===== src/rtl/rot_vec_mul.sv =====
// rot_vec_mul: vec_out = R * vec_in through one sequential FP multiply-add over 9 cycles.
// Optional ROT_VEC_TRANSPOSE_EN adds a transpose input selecting R^T * vec_in.
module rot_vec_mul #(
   parameter int SIG_WIDTH       = 23,
   parameter int EXP_WIDTH       = 8,
   parameter int IEEE_COMPLIANCE = 0,
   parameter int DATA_WIDTH      = SIG_WIDTH + EXP_WIDTH + 1
) (
   input  logic                                clk,
   input  logic                                rst_n,
   input  logic                                in_valid,
   output logic                                in_ready,
`ifdef ROT_VEC_TRANSPOSE_EN
   input  logic                                transpose,
`endif
   input  logic [2:0][2:0][DATA_WIDTH-1:0]     mat_in,
   input  logic [2:0][DATA_WIDTH-1:0]          vec_in,
   output logic                                out_valid,
   input  logic                                out_ready,
   output logic [2:0][DATA_WIDTH-1:0]          vec_out
);

   localparam int SW   = SIG_WIDTH;
   localparam int EW   = EXP_WIDTH;
   localparam int F    = 2 * SW;
   localparam int MW   = F + 2;
   localparam int N    = F + 5;
   localparam int BIAS = (1 << (EW - 1)) - 1;
   localparam int EMAX = (1 << EW) - 1;

   // Fused a*b + c with a single RNE rounding; denormal inputs/results flush to zero.
   function automatic logic [DATA_WIDTH-1:0] fp_mac(input logic [DATA_WIDTH-1:0] a,
                                                   input logic [DATA_WIDTH-1:0] b,
                                                   input logic [DATA_WIDTH-1:0] c);
      logic          sa, sb, sc, sp, sr, s_big, s_sml, zp, zc, ip, ic, g, st;
      logic [EW-1:0] ea, eb, ec;
      logic [SW:0]   ma, mb, mc;
      logic [MW-1:0] mp, mcx;
      logic [N-1:0]  big, sml, sh, mask;
      logic [N:0]    sum, norm;
      logic [SW+1:0] mr;
      int            ep, ecc, e_big, d, p, er;
      sa = a[DATA_WIDTH-1]; ea = a[DATA_WIDTH-2 -: EW]; ma = {1'b1, a[SW-1:0]};
      sb = b[DATA_WIDTH-1]; eb = b[DATA_WIDTH-2 -: EW]; mb = {1'b1, b[SW-1:0]};
      sc = c[DATA_WIDTH-1]; ec = c[DATA_WIDTH-2 -: EW]; mc = {1'b1, c[SW-1:0]};
      zp = (ea == '0) || (eb == '0);
      zc = (ec == '0);
      ip = (ea == '1) || (eb == '1);
      ic = (ec == '1);
      sp = sa ^ sb;
      if (ip || ic) begin
         if (IEEE_COMPLIANCE != 0 && ip && ic && (sp != sc))
            return {1'b0, {EW{1'b1}}, 1'b1, {(SW-1){1'b0}}};
         return {ip ? sp : sc, {EW{1'b1}}, {SW{1'b0}}};
      end
      if (zp && zc) return {sp & sc, {(DATA_WIDTH-1){1'b0}}};
      mp  = zp ? '0 : MW'(ma) * MW'(mb);
      ep  = zp ? -100000 : int'(ea) + int'(eb) - BIAS;
      mcx = zc ? '0 : {1'b0, mc, {SW{1'b0}}};
      ecc = zc ? -100000 : int'(ec);
      if (ep >= ecc) begin
         big = {mp, 3'b000};  sml = {mcx, 3'b000}; s_big = sp; s_sml = sc; e_big = ep;  d = ep - ecc;
      end else begin
         big = {mcx, 3'b000}; sml = {mp, 3'b000};  s_big = sc; s_sml = sp; e_big = ecc; d = ecc - ep;
      end
      // Bits shifted past the guard positions collapse into a sticky LSB.
      if (d >= N) begin
         sh    = '0;
         sh[0] = |sml;
      end else begin
         mask  = ~({N{1'b1}} << d);
         sh    = sml >> d;
         sh[0] = sh[0] | (|(sml & mask));
      end
      if (s_big == s_sml) begin
         sum = {1'b0, big} + {1'b0, sh}; sr = s_big;
      end else if (big >= sh) begin
         sum = {1'b0, big - sh};         sr = s_big;
      end else begin
         sum = {1'b0, sh - big};         sr = s_sml;
      end
      if (sum == '0) return '0;
      p = 0;
      for (int i = 0; i <= N; i++) if (sum[i]) p = i;
      norm = sum << (N - p);
      er   = e_big + p - (F + 3);
      mr   = {1'b0, norm[N -: SW+1]};
      g    = norm[N-SW-1];
      st   = |norm[N-SW-2:0];
      mr   = mr + {{(SW+1){1'b0}}, g & (st | mr[0])};
      if (mr[SW+1]) begin
         er = er + 1;
         mr = mr >> 1;
      end
      if (er >= EMAX) return {sr, {EW{1'b1}}, {SW{1'b0}}};
      if (er <= 0)    return {sr, {(DATA_WIDTH-1){1'b0}}};
      return {sr, er[EW-1:0], mr[SW-1:0]};
   endfunction

   typedef enum logic [1:0] {IDLE, COMPUTE, DONE} state_t;

   state_t                            state_q;
   logic [2:0][2:0][DATA_WIDTH-1:0]   mat_q;
   logic [2:0][DATA_WIDTH-1:0]        vec_q;
   logic [2:0][DATA_WIDTH-1:0]        res_q;
   logic [DATA_WIDTH-1:0]             acc_q;
   logic [DATA_WIDTH-1:0]             acc_d;
   logic [DATA_WIDTH-1:0]             op_m;
   logic [1:0]                        row_q;
   logic [1:0]                        col_q;
   logic                              out_valid_q;

`ifdef ROT_VEC_TRANSPOSE_EN
   logic tr_q;
   assign op_m = tr_q ? mat_q[col_q][row_q] : mat_q[row_q][col_q];
`else
   assign op_m = mat_q[row_q][col_q];
`endif

   assign acc_d     = fp_mac(op_m, vec_q[col_q], acc_q);
   assign in_ready  = (state_q == IDLE);
   assign out_valid = out_valid_q;
   assign vec_out   = res_q;

   always_ff @(posedge clk or negedge rst_n) begin
      if (!rst_n) begin
         state_q     <= IDLE;
         mat_q       <= '0;
         vec_q       <= '0;
         res_q       <= '0;
         acc_q       <= '0;
         row_q       <= '0;
         col_q       <= '0;
         out_valid_q <= 1'b0;
`ifdef ROT_VEC_TRANSPOSE_EN
         tr_q        <= 1'b0;
`endif
      end else begin
         case (state_q)
            IDLE: begin
               if (in_valid) begin
                  mat_q   <= mat_in;
                  vec_q   <= vec_in;
                  row_q   <= '0;
                  col_q   <= '0;
                  acc_q   <= '0;
`ifdef ROT_VEC_TRANSPOSE_EN
                  tr_q    <= transpose;
`endif
                  state_q <= COMPUTE;
               end
            end
            COMPUTE: begin
               // Row result retires on its third product; accumulator restarts at +0.
               if (col_q == 2'd2) begin
                  res_q[row_q] <= acc_d;
                  acc_q        <= '0;
                  col_q        <= '0;
                  if (row_q == 2'd2) begin
                     row_q       <= '0;
                     out_valid_q <= 1'b1;
                     state_q     <= DONE;
                  end else begin
                     row_q <= row_q + 2'd1;
                  end
               end else begin
                  acc_q <= acc_d;
                  col_q <= col_q + 2'd1;
               end
            end
            DONE: begin
               if (out_ready) begin
                  out_valid_q <= 1'b0;
                  state_q     <= IDLE;
               end
            end
            default: state_q <= IDLE;
         endcase
      end
   end

endmodule


===== config.mk =====
export PLATFORM = sky130hd
export DESIGN_NAME = rot_vec_mul
export DESIGN_NICKNAME = d
export VERILOG_FILES = /design/src/rtl/rot_vec_mul.sv
export SDC_FILE = /design/constraint.sdc
export NUM_CORES = 2
export LEC_CHECK = 0
export ABC_AREA = 1
export CORE_ASPECT_RATIO = 1.1
export CORE_UTILIZATION = 60
export CTS_BUF_LIST = sky130_fd_sc_hd__clkbuf_4 sky130_fd_sc_hd__clkbuf_8 sky130_fd_sc_hd__clkbuf_16
export DETAILED_ROUTE_END_ITERATION = 16
export GPL_ROUTABILITY_DRIVEN = 0
export PLACE_DENSITY = 0.81
export SYNTH_ARGS = -nofsm -noshare
export SYNTH_HDL_FRONTEND = slang
export SYNTH_SLANG_ARGS = --single-unit

===== constraint.sdc =====
create_clock -name clk -period 21.7 [get_ports clk]
set_input_delay 4.34 -clock clk [delete_from_list [all_inputs] [get_ports clk]]
set_output_delay 4.34 -clock clk [all_outputs]
set_load 0.03 [all_outputs]

==> metrics <==
status finished clean; total clock buffers created by CTS 53; transition time at the pin with the least slew margin 1150 ps; pin count of the biggest net entering global routing 163; Avg Inst Size Synth 7.01 µm²; # hold bufs at CTS 0; number of placed I/O pins 486; clock slew seen by the registers of the worst setup and hold paths 70 ps; count of antenna-violating nets left after detailed routing 0; number of placed cells counting well taps 10934; number of placement rows 126; Min-Delay Path Depth 2; max-capacitance violation count 0; Crit path top cell by count sky130_fd_sc_hd__nand2_1; initial antenna violation count 67; async set-or-reset flop fraction in the synthesized netlist 1.00; post-layout min period 20800 ps; sum of net half-perimeters after detailed placement 187000 µm; Critical-path top delay cell sky130_fd_sc_hd__fa_1; final cell count without fillers 11126; final design utilization 0.693; sort of element at the end of the critical path flip-flop; data arrival time at the worst-slack endpoint 21300 ps; setup slack after layout 902 ps; class of the tightest hold or removal check flip-flop to flip-flop; crit-path max cell delay 530 ps; final number of max-transition violations 0; Routed Wire Length 241000 µm; Required @ worst endpoint 22200 ps; synthesis-to-layout area growth 14.1%; Netlist Area Pre-Place 65300 µm²; setup TNS after final layout 0 ps; Setup Viol. Count Final 0; clock tree from TritonCTS built; via count of the first global-routing pass 65343; Num Clock Sinks 519; element type at the critical path start flip-flop; Initial Util 0.607; residual overflow from global routing 0; worst skew pair latency 670 ps; overall die area 110000 µm²; top fanout value on the critical path 48; Worst Clk Skew 67.6 ps; unique cell type count in the Yosys netlist 72; number of hold violations in the final report 0; DRC violations left 0; dpl ws -80.0 ps; total routing resource utilization after global routing 0.430; internal reg-to-reg setup slack 900 ps; type of the worst setup path flip-flop to flip-flop; vias per cell 6.10; final clock period utilization by the worst path 0.958; Bufs on Longest Clock Path 3; headroom to the max-slew limit 0.228; die span in x 317 µm; end point of the most critical hold path vec_out[1]; initial DRC count 10578; nets 10866; wire length of the first global-routing pass 367000 µm; Post-synth EDFFs 0; core area 108000 µm²; share of final-layout standard cells stronger than drive strength 1 0.0963; top flip-flop cell by instance count after synthesis sky130_fd_sc_hd__dfrtp_1; Max Clock Freq 48.1 MHz; Hold Crit Start vec_out[1]; vias 67876; synthesis-stage register bit count 519; IO Port Bufs 485; first-pass iteration count of the detailed router 12; number of H-tree levels 2; share of synthesized area occupied by flip-flops and latches 0.199; Root Buffer Master sky130_fd_sc_hd__clkbuf_16; FF-to-FF Start row_q[1]; gate count after technology mapping 9314; destination of the worst register-to-register timing path vec_out[60]; routed wirelength normalized by instance count 21.7 µm; nets in the synthesized netlist 10564; worst r2r path cells 119; vertical extent of the die 348 µm; Yosys Warn Count 0
[worst max path at each step]
stage,endpoint,from,depth (start not counted)
3_3_place_gp,vec_out[5],col_q[0],128
2_1_floorplan,vec_out[23],row_q[0],144
3_5_place_dp,vec_out[5],col_q[0],128
5_1_grt,vec_out[60],row_q[0],143
4_1_cts,vec_out[37],col_q[0],135
6_report,vec_out[60],row_q[1],119
[cell type report]
| cell class | count | area [µm²] |
|---|---|---|
| Sequential cell | 519 | 13000 |
| Timing Repair Buffer | 711 | 6940 |
| Clock buffer | 62 | 1420 |
| Tap cell | 1408 | 1760 |
| Antenna cell | 57 | 143 |
| Inverter | 1687 | 6390 |
| Fill cell | 8702 | 33100 |
| Multi-Input combinational cell | 6644 | 44400 |
| Clock inverter | 38 | 448 |
[placed cells by master, fill, tap and decap left out, types with 57 or more instances in the layout]
cell type,synthesis,routed
sky130_fd_sc_hd__nand2_1,2368,2362
sky130_fd_sc_hd__o21a_1,78,76
sky130_fd_sc_hd__xor2_1,107,105
sky130_fd_sc_hd__buf_4,14,194
sky130_fd_sc_hd__o21ai_1,86,96
sky130_fd_sc_hd__nor2_1,617,603
sky130_fd_sc_hd__a22oi_1,64,64
sky130_fd_sc_hd__ha_1,372,369
sky130_fd_sc_hd__inv_1,1633,1626
sky130_fd_sc_hd__o21ai_0,356,338
sky130_fd_sc_hd__nor3_1,64,61
sky130_fd_sc_hd__a21oi_1,415,399
sky130_fd_sc_hd__mux2_2,377,377
sky130_fd_sc_hd__dfrtp_1,519,515
sky130_fd_sc_hd__fa_1,490,490
sky130_fd_sc_hd__clkdlybuf4s50_1,0,484
sky130_fd_sc_hd__nand3_1,815,810
sky130_fd_sc_hd__diode_2,0,57
[synth_stat cells (all sizes together) (3+ instances only)]
master,instances,area [µm²]
nand3b,6,57.6
a21o,11,82.6
nor3,67,357
o2111ai,10,87.6
and2,15,93.8
nor4,27,169
o31ai,14,105
and3,5,31.3
o22ai,26,169
a22oi,64,480
o21ai,447,2260
fa,490,9810
nand3,839,4360
nand4,42,269
ha,372,4650
clkbuf,314,1180
o32ai,6,52.6
mux2i,13,130
a31o,4,35.0
clkinv,13,50.0
o41ai,3,26.3
nor2,637,2480
a21oi,419,2110
xnor2,16,140
or2,13,81.3
inv,1674,6290
mux2,377,4250
a31oi,42,263
a211oi,9,67.6
a21boi,13,101
buf,153,840
nand2,2390,9050
o211ai,26,195
o21bai,12,90.1
a221o,3,30.0
a221oi,13,114
o21a,78,586
a2111oi,6,52.6
dfrtp,519,13000
o221ai,9,78.8
xor2,107,937
[through the flow]
stage / instance area (µm²) / hold slack, ps
2_1_floorplan: 65300 / 459
3_3_place_gp: 71700 / 461
3_5_place_dp: 71700 / 467
4_1_cts: 73600 / 488
5_1_grt: 74400 / 508
6_report: 74500 / 485
[repair_timing]
action                                 in CTS  in global routing
pin swaps                                   0                  9
cloned                                      0                  3
gates resized for setup                     2                125
setup buffers                               0                 32
endpoints found under the hold margin       0                  0
setup endpoints to repair                 120                124
[critical path, delay by kind of cell (launching register included)]
family | cells | cell delay [ps]
xor gates and xnor gates | 2 | 330
buffers and inverters | 23 | 2420
and+or+nand+nor | 50 | 6310
adders and majority gates | 12 | 5350
DFF | 1 | 500
AOI/OAI and AO/OA | 32 | 5710
[cell families after synthesis]
kind of cell / Yosys count / synth area share
and+or+nand+nor: 4043 / 0.260
AOI/OAI and AO/OA: 1223 / 0.108
xor gates and xnor gates: 123 / 0.0165
muxes: 390 / 0.0670
adders and majority gates: 862 / 0.222
buffers and inverters: 2154 / 0.128
DFF: 519 / 0.199
[layer usage]
metal	vias up	wire length, µm	global-route usage
li1	29957	-	-
met1	31510	86000	0.541
met4	26	21000	0.294
met3	1281	32400	0.121
met2	5102	102000	0.637
met5	-	169	0
[state kept, by name, summed over array words and instances, names as in the netlist]
name       flops
out_valid      1
acc_q         32
row_q          2
vec_out       96
state_q        2
mat_q        288
vec_q         96
col_q          2
Power is not shown: default switching activity piles up to over one toggle a cycle in this logic, so the estimate is an artifact.
